===== config.mk =====
export PLATFORM = sky130hd
export DESIGN_NAME = store_align
export DESIGN_NICKNAME = d
export VERILOG_FILES = /design/src/rtl/store_align.sv
export SDC_FILE = /design/constraint.sdc
export NUM_CORES = 1
export LEC_CHECK = 0
export CAP_MARGIN = 20
export CORE_AREA = 2 2 88 90
export DETAILED_ROUTE_END_ITERATION = 10
export DIE_AREA = 0 0 90 92
export MAX_ROUTING_LAYER = met4
export PLACE_DENSITY_LB_ADDON = 0.1
export RECOVER_POWER = 25
export SYNTH_ARGS = -nofsm -noshare
export SYNTH_HDL_FRONTEND = slang
export SYNTH_SLANG_ARGS = --single-unit

===== constraint.sdc =====
create_clock -name clk -period 5.51 [get_ports clk]
set_clock_uncertainty 0.2 [all_clocks]
set_input_delay 1.102 -clock clk [delete_from_list [all_inputs] [get_ports clk]]
set_output_delay 1.102 -clock clk [all_outputs]
set_load 0.02 [all_outputs]

===== src/rtl/store_align.sv =====
// Store byte-lane aligner: turns (addr, data, funct3) into word-aligned write beats with byte enables.
// Optional MISALIGNED_SPLIT_EN splits misaligned SH/SW into two beats; otherwise they fault.
module store_align (
    input  logic        clk,
    input  logic        rst,
    input  logic        req_valid,
    output logic        req_ready,
    input  logic [31:0] req_addr,
    input  logic [31:0] req_data,
    input  logic [2:0]  req_type,
    output logic        dmem_valid,
    input  logic        dmem_ready,
    output logic [31:0] dmem_addr,
    output logic [31:0] dmem_wdata,
    output logic [3:0]  dmem_we,
    output logic        fault,
    output logic        busy
);

`ifdef MISALIGNED_SPLIT_EN
    typedef enum logic [1:0] {IDLE = 2'd0, BEAT0 = 2'd1, FAULT = 2'd2, BEAT1 = 2'd3} state_t;
`else
    typedef enum logic [1:0] {IDLE = 2'd0, BEAT0 = 2'd1, FAULT = 2'd2} state_t;
`endif

    state_t      state_q, state_d;
    logic [31:0] addr_q, addr_d;
    logic [31:0] wdata_q, wdata_d;
    logic [3:0]  we_q, we_d;
    logic        vld_q, fault_q, busy_q;
`ifdef MISALIGNED_SPLIT_EN
    logic [31:0] b1_wdata_q, b1_wdata_d;
    logic [3:0]  b1_we_q, b1_we_d;
    logic        split_q, split_d;
`endif

    logic [1:0]  off;
    logic [31:0] data_m;
    logic [3:0]  we_base;
    logic        illegal, misaligned, to_fault, final_beat, accept;

    assign off = req_addr[1:0];

    // Unused upper bytes are masked off so disabled lanes always carry zero.
    always_comb begin
        data_m  = '0;
        we_base = '0;
        illegal = 1'b0;
        case (req_type)
            3'b000:  begin data_m = {24'b0, req_data[7:0]};  we_base = 4'b0001; end
            3'b001:  begin data_m = {16'b0, req_data[15:0]}; we_base = 4'b0011; end
            3'b010:  begin data_m = req_data;                we_base = 4'b1111; end
            default: illegal = 1'b1;
        endcase
    end

    assign misaligned = ((req_type == 3'b001) && (off == 2'b11)) ||
                        ((req_type == 3'b010) && (off != 2'b00));

`ifdef MISALIGNED_SPLIT_EN
    assign to_fault   = illegal;
    assign final_beat = (state_q == BEAT1) || ((state_q == BEAT0) && !split_q);
`else
    assign to_fault   = illegal || misaligned;
    assign final_beat = (state_q == BEAT0);
`endif

    assign req_ready = (state_q == IDLE) || (final_beat && dmem_ready);
    assign accept    = req_valid && req_ready;

    always_comb begin
        state_d    = state_q;
        addr_d     = addr_q;
        wdata_d    = wdata_q;
        we_d       = we_q;
`ifdef MISALIGNED_SPLIT_EN
        b1_wdata_d = b1_wdata_q;
        b1_we_d    = b1_we_q;
        split_d    = split_q;
`endif
        if (accept) begin
            if (to_fault) begin
                state_d = FAULT;
            end else begin
                state_d = BEAT0;
                addr_d  = {req_addr[31:2], 2'b00};
                wdata_d = data_m << {off, 3'b000};
                we_d    = we_base << off;
`ifdef MISALIGNED_SPLIT_EN
                // Second-half lanes are what spilled past bit 31 of the first beat.
                b1_wdata_d = data_m >> (6'd32 - {1'b0, off, 3'b000});
                b1_we_d    = we_base >> (3'd4 - {1'b0, off});
                split_d    = misaligned;
`endif
            end
        end else begin
            case (state_q)
                BEAT0: if (dmem_ready) begin
`ifdef MISALIGNED_SPLIT_EN
                    if (split_q) begin
                        state_d = BEAT1;
                        addr_d  = addr_q + 32'd4;
                        wdata_d = b1_wdata_q;
                        we_d    = b1_we_q;
                    end else begin
                        state_d = IDLE;
                    end
`else
                    state_d = IDLE;
`endif
                end
`ifdef MISALIGNED_SPLIT_EN
                BEAT1: if (dmem_ready) state_d = IDLE;
`endif
                FAULT:   state_d = IDLE;
                default: state_d = state_q;
            endcase
        end
    end

    always_ff @(posedge clk) begin
        if (rst) begin
            state_q    <= IDLE;
            addr_q     <= '0;
            wdata_q    <= '0;
            we_q       <= '0;
            vld_q      <= 1'b0;
            fault_q    <= 1'b0;
            busy_q     <= 1'b0;
`ifdef MISALIGNED_SPLIT_EN
            b1_wdata_q <= '0;
            b1_we_q    <= '0;
            split_q    <= 1'b0;
`endif
        end else begin
            state_q    <= state_d;
            addr_q     <= addr_d;
            wdata_q    <= wdata_d;
            we_q       <= we_d;
            vld_q      <= (state_d != IDLE) && (state_d != FAULT);
            fault_q    <= (state_d == FAULT);
            busy_q     <= (state_d != IDLE);
`ifdef MISALIGNED_SPLIT_EN
            b1_wdata_q <= b1_wdata_d;
            b1_we_q    <= b1_we_d;
            split_q    <= split_d;
`endif
        end
    end

    assign dmem_valid = vld_q;
    assign dmem_addr  = addr_q;
    assign dmem_wdata = wdata_q;
    assign dmem_we    = we_q;
    assign fault      = fault_q;
    assign busy       = busy_q;

endmodule


==> summary.txt, run 1 <==
Power and ir drop
  • Tot Pwr: 1200 µW
  • Leakage: 0.00178 µW
  • VDD IR max: 0.000128 V
  • Pwr dens: ~250 nW/µm²

Yosys
  • Gate Count Post-Synth: 344
  • Avg Synthesized Cell Area: 9.26 µm²
  • Share of flip-flops with an asynchronous set or reset: 0%
  • Post-synthesis sequential area ratio: 44.0%
  • Most common library cells after synthesis: dfxtp_1, a21oi_1, nand3_1, o21ai_0, nor2b_1
  • Cell variety after synth: 49
  • Post-synth EDFFs: 0
  • Mapped Area: 3190 µm²
  • Synth top area cells: dfxtp_1, a21oi_1, nand3_1
  • Count leader, synth: dfxtp_1
  • Yosys top cell area share: 44.0%
  • Main synth FF type: dfxtp_1
  • Area leader, netlist: dfxtp_1
  • Ys Warns: 0
  • Synth Register Bits: 70

Critical path
  • Setup crit start: dmem_ready
  • R2R Path End: fault
  • R2R Path Start: state_q[0]
  • Critical path endpoint: req_ready
  • Flop2flop setup slack: 3.14 ns
  • Worst r2r path cells: 6
  • Setup crit end kind: primary output
  • CP max FO: 6
  • CP Data Arrival Time: about 2.5 ns
  • Critical Path Source Type: input port
  • Crit path required time: 4.21 ns
  • CP Class: in -> out

Timing
  • Final Cycle Share: 68.6%
  • Unrepaired setup endpoints after global routing: no
  • Fmax: 264 MHz
  • Final Setup Violations: 0
  • Final min period: 3.78 ns
  • Final Max Slew Viols: 0
  • Hold Fails Final Rpt: 0
  • Slew headroom: a little over a third
  • Setup tns final: 0 ns
  • Slew @ Worst Pin: 0.956 ns

Floorplanning
  • # IOs: 143
  • Core box area: 7450 µm²
  • Die Ht: 92 µm
  • Chip Width: 90 µm
  • Initial Util: 42.8%
  • # rows: 32
  • Die ar.: ~8300 µm²

Routing
  • DRC: 0
  • Routed vias/inst: 5.55
  • WL/cell: 16.2 µm
  • Detailed Routing Iterations Pass 1: 6
  • Initial drt markers: about 190
  • ANT nets after route: 0
  • WL final: a little over 9000 µm
  • Vias: between 3000 and 4000

Final layout
  • Net count, final: 539
  • ANT cells: 0
  • Area delta synth->final: 49.9%
  • Layout cell share with drive strength beyond 1: 7.23%

Clock tree
  • Buffer count from post-CTS setup fixing: 0
  • Reg clk slew, reported paths: 0.08 ns
  • Total CTS buffers: 9
  • CTS tree: built
  • Clock Path Buffers: 2
  • Post-CTS resize count: 0
  • Hold_buf cts: 0
  • Root Buffer: clkbuf_8
  • H-tree depth: 3
  • CTS sink count: 70
  • Clk_lat worst skew: 0.34 ns

Place
  • GP Congestion: 0.832
  • Final HPWL DP: approximately 6200 µm
  • # port buffers: 140

Global routing
  • Initial antenna violation count: 0
  • Vias in the first global route: 2980
  • First-pass GRT wire length: between 10000 and 15000 µm
  • GRT Util Overall: 22.4%
  • Largest net degree at the start of global routing: 57
  • Grt total ovfl: 0

Job
  • Max-Cap Viols: 0

Hold path
  • HP Class: reg -> reg

Run status
  • Status: finished, final reports clean
[logic make-up after synthesis]
family | count (synthesis) | synth area share [%]
AO/OA/AOI/OAI | 152 | 31.9
flip-flops | 70 | 44.0
AND/OR/NAND/NOR | 67 | 12.4
buffers and inverters | 41 | 7.27
multiplexers | 9 | 2.87
adder cells (fa/ha/maj) | 3 | 1.18
other | 1 | 0.118
XOR/XNOR | 1 | 0.275
[cell type report]
type                            instances  area, µm²
Fill cell                             640       2670
Multi-Input combinational cell        234       1560
Timing Repair Buffer                  147       1450
Sequential cell                        70       1400
Clock buffer                           10        138
Tap cell                              102        128
Clock inverter                          6       92.6
Inverter                                3       11.3
[sequential cells by signal, indices dropped and copies added, names as in the netlist]
register    flops
busy            1
dmem_addr      30
dmem_wdata     32
dmem_we         4
fault           1
state_q         2
[cells in the final DEF, fill, tap and decap left out, types with 2 or more instances in the layout]
master | synthesis | layout
nor2b_1 | 17 | 17
o41ai_1 | 8 | 8
a21oi_2 | 2 | 2
clkdlybuf4s50_1 | 0 | 104
a211oi_1 | 9 | 9
ha_1 | 3 | 3
nand3_1 | 32 | 32
nor2_2 | 2 | 2
a21oi_1 | 41 | 41
a21o_1 | 2 | 2
mux2i_1 | 8 | 8
a222oi_1 | 8 | 8
o22ai_1 | 8 | 8
dlygate4sd3_1 | 0 | 35
nor2_1 | 3 | 3
a22o_1 | 16 | 16
o21ai_1 | 12 | 12
dfxtp_1 | 70 | 70
conb_1 | 1 | 2
a22oi_1 | 8 | 8
clkbuf_8 | 0 | 10
inv_1 | 3 | 3
o21ai_0 | 29 | 29
clkinvlp_4 | 0 | 2
buf_4 | 8 | 7
bufinv_16 | 0 | 2
[per-layer routing]
metal  GRT usage (%)  up-vias  routed length [µm]  share of wire [%]
met5               -        -                   0                  0
met4            7.18        0                  80               0.86
met3            3.62        6                 647                7.0
met2            34.3      131                4300                 46
met1            30.5     1495                4250                 46
li1                -     1543                   -                  -
[critical path, cell delays in order]
cell	delay [ns]
dlygate4sd3_1	0.54
a21o_1	0.21
clkdlybuf4s50_1	0.64
[through the flow]
step	hold slack (ns)	instances	area, µm²	util (%)	worst slack (ns)
2_1_floorplan	0.346	345	3190	-	2.85
3_3_place_gp	0.238	556	4550	61.0	1.65
3_5_place_dp	0.252	556	4550	61.0	1.59
4_1_cts	0.272	572	4780	64.1	1.81
5_1_grt	0.291	572	4780	64.1	1.68
6_report	0.261	572	4780	64.1	1.73
[how the worst min path moves through the flow]
| stage | start | slack (ns) | endpoint | cells past startpoint |
|---|---|---|---|---|
| 6_report | dmem_we[0] | 0.26 | dmem_we[0] | 1 |
| 5_1_grt | dmem_we[0] | 0.29 | dmem_we[0] | 1 |
| 4_1_cts | dmem_we[0] | 0.27 | dmem_we[0] | 1 |
| 3_5_place_dp | dmem_we[0] | 0.25 | dmem_we[0] | 1 |
| 3_3_place_gp | dmem_we[0] | 0.24 | dmem_we[0] | 1 |
| 2_1_floorplan | dmem_we[1] | 0.35 | dmem_we[1] | 1 |
[report_power, final]
group / switching (µW) / internal (µW) / total, µW / leakage (µW)
clock network: 200 / 269 / 469 / 0.000109
logic: 108 / 98.1 / 206 / 0.00110
registers: 7.36 / 521 / 528 / 0.000567
Power figures use the tool's default switching activity.
==> run 2: changes to the inputs <==
--- a/config.mk
+++ b/config.mk
@@ -6,9 +6,9 @@
 export NUM_CORES = 1
 export LEC_CHECK = 0
 export CAP_MARGIN = 20
-export CORE_AREA = 2 2 88 90
+export CORE_AREA = 2 2 95 97
 export DETAILED_ROUTE_END_ITERATION = 10
-export DIE_AREA = 0 0 90 92
+export DIE_AREA = 0 0 97 99
 export MAX_ROUTING_LAYER = met4
 export PLACE_DENSITY_LB_ADDON = 0.1
 export RECOVER_POWER = 25
==> constraint.sdc (replaced) <==
create_clock -name clk -period 3.05 [get_ports clk]
set_clock_uncertainty 0.2 [all_clocks]
set_input_delay 0.61 -clock clk [delete_from_list [all_inputs] [get_ports clk]]
set_output_delay 0.61 -clock clk [all_outputs]
set_load 0.02 [all_outputs]
==> run 2 against run 1 <==
Final cell count rose by 1.4%. Critical path depth did not move. Sequential power rose by 81%. Non-clock buffer count rose by 3. Die area rose by 16%. Worst hold slack got worse by 0.0039 ns. Flip-flop and latch count did not move. Global-route usage fell by 1.5 points. Design area rose by 0.13%. Largest power group unchanged. Highest routed layer unchanged.
==> summary.txt, run 2 (synthesis results as in run 1) <==
Timing
  • Hold Fails Final Rpt: 0 (unchanged)
  • Hold slack: 0.257 ns (-0.00386 ns)
  • Setup tns final: 0 ns (unchanged)
  • Final Setup Violations: 0 (unchanged)
  • Final Max Slew Viols: 0 (unchanged)
  • Setup WS post-layout: 0.323 ns (-1.41 ns)
  • Fmax: 367 MHz
  • Unrepaired setup endpoints after global routing: no
  • Final Cycle Share: roughly nine tenths
  • Slew @ Worst Pin: 0.950 ns (-0.00635 ns)
  • Final min period: 2.73 ns
  • Slew headroom: 36.7% (+0.42 points)

Floorplanning
  • # rows: 34 (+6.3%)
  • Chip Width: 97 µm (+7.8%)
  • # IOs: 143 (unchanged)
  • Die ar.: 9600 µm² (+16%)
  • Initial Util: 37.3% (-5.5 points)
  • Core box area: 8550 µm² (+15%)
  • Die Ht: 99 µm (+7.6%)

Clock tree
  • Buffer count from post-CTS setup fixing: 0 (unchanged)
  • Total CTS buffers: 9 (unchanged)
  • Post-CTS resize count: 0 (unchanged)
  • Clock Path Buffers: 2 (unchanged)
  • CTS sink count: 70 (unchanged)
  • Reg clk slew, reported paths: 0.07 ns (about the same)
  • Root Buffer: clkbuf_8
  • CTS tree: built
  • Hold_buf cts: 0 (unchanged)
  • Clk_lat worst skew: 0.34 ns (about the same)
  • H-tree depth: 3 (unchanged)

Global routing
  • Largest net degree at the start of global routing: 60 (+5.3%)
  • Gr busiest metal: met2
  • Grt total ovfl: 0 (unchanged)
  • Initial antenna violation count: 0 (unchanged)
  • First-pass GRT wire length: 15700 µm (+5.8%)
  • Vias in the first global route: 3040 (+2.0%)
  • Met2 Track Usage GR: 30.1% (-4.3 points)
  • Met3 Use GR: 4.89% (+1.3 points)
  • Met1 usage: 28.4% (-2.1 points)
  • GRT Util Overall: 20.9% (-1.5 points)

Critical path
  • Crit path required time: 2.24 ns (-1.97 ns)
  • Worst r2r path cells: 6 (unchanged)
  • CP Class: in -> out
  • Flop2flop setup slack: 0.71 ns (-2.43 ns)
  • Critical Path Source Type: input port
  • Setup crit end kind: primary output
  • R2R Path End: dmem_wdata[24]
  • R2R Path Start: state_q[0]
  • CP Data Arrival Time: 1.92 ns (-0.56 ns)
  • CP max FO: 6 (unchanged)

Power and ir drop
  • Clock power share: 36.6% (-2.4 points)
  • Switching Fraction: 26.7% (+0.53 points)
  • Comb power frac: 18.1% (+1.0 points)
  • Sw power: 563 µW (+79%)
  • Int Power: 1540 µW (+74%)
  • Pwr dens: 441 nW/µm² (+75%)
  • Leakage: 0.00178 µW (+0.47%)
  • Seq pwr share: 45.3% (+1.4 points)
  • VDD IR max: 0.000223 V (+74%)

Routing
  • DRC: 0 (unchanged)
  • WL final: 9870 µm (+6.4%)
  • ANT nets after route: 0 (unchanged)
  • Vias: 3178 (+0.094%)
  • Routed vias/inst: 5.48 (-1.3%)
  • WL/cell: 17.0 µm (+5.0%)
  • Detailed Routing Iterations Pass 1: 7 (+1)
  • Initial drt markers: 228 (+19%)

Hold path
  • Min-delay src: dmem_we[0]
  • Worst Hold Endpoint: dmem_we[0]
  • HP Class: reg -> reg
  • Min-Delay Path Depth: 1 (unchanged)

Place
  • # port buffers: 140 (unchanged)
  • Dpl cell area: 4580 µm² (+0.66%)
  • GP Congestion: 0.904 (+8.7%)
  • Final HPWL DP: 6900 µm (+11%)
  • Worst slack, placed: 0.167 ns (-1.42 ns)
  • Placed insts: 565 (+1.6%)

Final layout
  • Area delta synth->final: 50.1%
  • Commonest non-fill, non-tap cell in the layout: clkdlybuf4s50_1
  • Final Non-Filler Cells: 580 (+1.4%)
  • Layout cell share with drive strength beyond 1: 7.63% (+0.39 points)
  • Final instance area: 4780 µm² (+0.13%)
  • Fill count: 779 (+22%)
  • Max reg flops: 32 (unchanged)
  • Net count, final: 542 (+0.56%)
  • Most frequent cells in the layout: clkdlybuf4s50_1, dfxtp_1, a21oi_1
  • ANT cells: 0 (unchanged)

Job
  • Max-Cap Viols: 0 (unchanged)

Run status
  • Status: finished, final reports clean
run 2: metal layers:
layer	wire, µm	share of wire (%)	vias to the layer above
met5	0	0	-
met4	185	1.9	0
met3	690	7.0	13
met2	4370	44	127
met1	4620	47	1498
li1	-	-	1540
run 2: power by group through the flow:
stage / clock network, µW / logic, µW / registers (µW)
floorplan: 0 / 164 / 1010
global placement: 0 / 384 / 976
detailed placement: 0 / 386 / 976
CTS: 791 / 388 / 955
global route: 817 / 411 / 958
finish: 771 / 382 / 955
run 2: how the worst max path moves through the flow:
stage | slack (ns) | startpoint | cells past startpoint | end
detailed placement | 0.17 | dmem_ready | 6 | dmem_wdata[11]
global placement | 0.25 | req_addr[1] | 6 | dmem_wdata[16]
CTS | 0.32 | dmem_ready | 3 | req_ready
global route | 0.24 | dmem_ready | 3 | req_ready
floorplan | 0.98 | state_q[0] | 9 | dmem_addr[21]
finish | 0.32 | dmem_ready | 3 | req_ready
run 2: worst max-delay path, cell delays in order:
cell and delay, ns:
clkdlybuf4s50_1 0.47, a21o_1 0.20, clkdlybuf4s50_1 0.63
run 2: stage by stage:
step                total power (µW)  utilization [%]
finish                          2110             55.9
global route                    2190             55.9
CTS                             2130             55.9
detailed placement              1360             53.5
global placement                1360             53.5
floorplan                       1170                -
run 2: area by class of cell:
type                    count  area, µm²  area share, %
clock inverters             4       55.1           1.15
repair buffers            150       1470           30.8
clock buffers              11        151           3.17
well taps                 108        135           2.83
flip-flops and latches     70       1400           29.3
multi-input cells         234       1560           32.5
inverters                   3       11.3          0.235
==> variant, RTL diff (flow settings as in run 2) <==
Make the reset (`rst`) asynchronous in one clocked block.
--- a/src/rtl/store_align.sv
+++ b/src/rtl/store_align.sv
@@ -119,5 +119,5 @@
     end
 
-    always_ff @(posedge clk) begin
+    always_ff @(posedge clk or posedge rst) begin
         if (rst) begin
             state_q    <= IDLE;
Check against the original RTL: differs if rst is asserted again (counterexample within 4 cycles, from zero or initial values and one cycle with rst high); with rst held inactive, the same outputs for 10 cycles.
==> variant against run 2 <==
- worst setup slack better by 0.11 ns
- first-iteration DRC count down 42%
- final area up 5.2%
- sequential cell count unchanged
- non-clock buffer count down 2
- critical endpoint unchanged
- highest routed layer unchanged
- wire length down 11%
- synthesized area up 3.5%
- global-route usage down 1.3 points
- core utilization up 2.9 points
- worst hold slack better by 0.036 ns
Power is not compared: it rests on default switching activity, and its combinational part moved more than twofold at a synthesized area within 25%.
==> variant: results (changes against run 2) <==
Yosys
  • Post-synthesis sequential area ratio: 53.1% (+9.1 points)
  • Post-synth top cells: 70 x dfrtp_1, 47 x mux2_2, 25 x mux2i_1, 21 x inv_1, 13 x nor2_1
  • Syn Area/Cell: 12.4 µm² (+34%)
  • Post-synth EDFFs: 0 (unchanged)
  • Synth cell types: 32 (-35%)
  • YS warnings: 0 (unchanged)
  • Synth area leaders: dfrtp_1 53%, mux2_2 16%, mux2i_1 7.6%
  • FFs w/ async S/R, synth: 100% (+100 points)

CTS
  • Cts repair resizes: 0 (unchanged)
  • Clk slew on worst S/H paths: 0.07 ns (about the same)
  • CTS H-tree depth: 3 (unchanged)
  • Post-CTS setup buffers: 0 (unchanged)

Finish
  • Fin cells: 519 (-11%)
  • FILL cells: 745 (-4.4%)
  • Max reg flops: 32 (unchanged)
  • Nets: 481 (-11%)
  • Layout cell share with drive strength beyond 1: 18.0% (+10 points)

Detailed routing
  • Initial DRC Count: 132 (-42%)
  • DRT Pass-1 Iters: 4 (-3)
  • DR vias: 2,609 (-18%)
  • Final wirelength: 8750 µm (-11%)

GRT
  • Largest net degree at the start of global routing: 52 (-13%)
  • Initial antenna violation count: 0 (unchanged)
  • First-pass GRT wire length: 14,300 µm (-8.7%)
  • Number of global-route vias before repair: 2,869 (-5.6%)
  • Tot GR Track Use: 19.6% (-1.3 points)

Timing
  • Worst slew pin tran: 1.04 ns (+0.0900 ns)
  • Final setup TNS: 0 ns (unchanged)

Run status
  • Status: finished clean

Setup path
  • Slowest stage delay, CP: 0.60 ns (-0.03 ns)
  • Worst Setup SP: dmem_ready
  • Critical-path top delay cell: clkdlybuf4s50_1
  • Worst R2R Start: state_q[1]
  • Max FO, Critical Path: 2 (-4)
  • Crit path DAT: 1.80 ns (-0.12 ns)

Placed design
  • # port buffers: 140 (unchanged)
  • Placed wire-length estimate: 6470 µm (-6.3%)
  • Placed Cells: 504 (-11%)
  • RePlAce Congestion: 0.822 (-9.1%)
  • Pre-CTS setup slack: 0.275 ns (+0.109 ns)

Power and ir drop
  • Sw frac: about a third

Min path
  • Hold wc startpoint: dmem_addr[13]
## variant: cell count changes after synthesis, sizes merged, moves of 16 or more
cell   before  now
inv         3   21
dfrtp       0   70
nand3      32    0
mux2        1   49
mux2i       8   25
nor2b      17    0
a21oi      43    5
dfxtp      70    0
a22o       16    0
o21ai      43    3
## variant: cells by family (layout without fill, tap and decap cells)
| group | after synthesis | after routing | share of synthesized area (%) |
|---|---|---|---|
| multiplexers | 74 | 74 | 24.3 |
| flip-flops | 70 | 70 | 53.1 |
| AND/OR/NAND/NOR | 40 | 40 | 6.94 |
| buffers and inverters | 40 | 184 | 6.22 |
| AO/OA/AOI/OAI | 37 | 37 | 7.89 |
| adder cells (fa/ha/maj) | 3 | 3 | 1.14 |
| other | 1 | 2 | 0.114 |
| XOR/XNOR | 1 | 1 | 0.266 |
## variant: through the flow
| step | cell area [µm²] | hold slack, ns |
|---|---|---|
| finish | 5030 | 0.293 |
| global placement | 4800 | 0.268 |
| global route | 5030 | 0.322 |
| CTS | 5040 | 0.295 |
| floorplan | 3300 | 0.405 |
| detailed placement | 4800 | 0.279 |
## variant: area by class of cell
cell class                      count  area share, %
Multi-Input combinational cell    157           26.7
Tap cell                          108           2.69
Sequential cell                    70           34.8
Clock inverter                      5           2.11
Inverter                           21           1.57
Timing Repair Buffer              148           29.3
Clock buffer                       10           2.74
## variant: worst paths after layout
check                                end  slack, ns  cells past startpoint
max                            req_ready       0.44                      3
min                        dmem_addr[13]       0.29                      1
max reg2reg                dmem_addr[31]       0.79                      7
min reg2reg                dmem_addr[13]       0.29                      1
max in group asynchronous  dmem_wdata[8]       0.62                      3
min in group asynchronous   dmem_addr[3]       0.75                      2
## variant: metal layers
layer  share of wire, %  vias to the layer above  global-route usage, %
met4                1.9                        0                   6.50
met3                5.9                       15                   5.04
met5                  0                        -                      -
li1                   -                     1213                      -
met2                 49                      101                   31.5
met1                 43                     1280                   24.5
## variant: worst max-delay path, delay by kind of cell
family | cells | cell delay (ns)
buffers and inverters | 2 | 1.08
AOI/OAI and AO/OA | 1 | 0.12
## variant: power by group through the flow
stage | clock, µW | sequential, µW | combinational (µW)
floorplan | 0 | 2010 | 563
global placement | 0 | 1530 | 2060
detailed placement | 0 | 1550 | 2080
CTS | 942 | 1540 | 2090
global route | 989 | 1590 | 2180
finish | 925 | 1530 | 2050
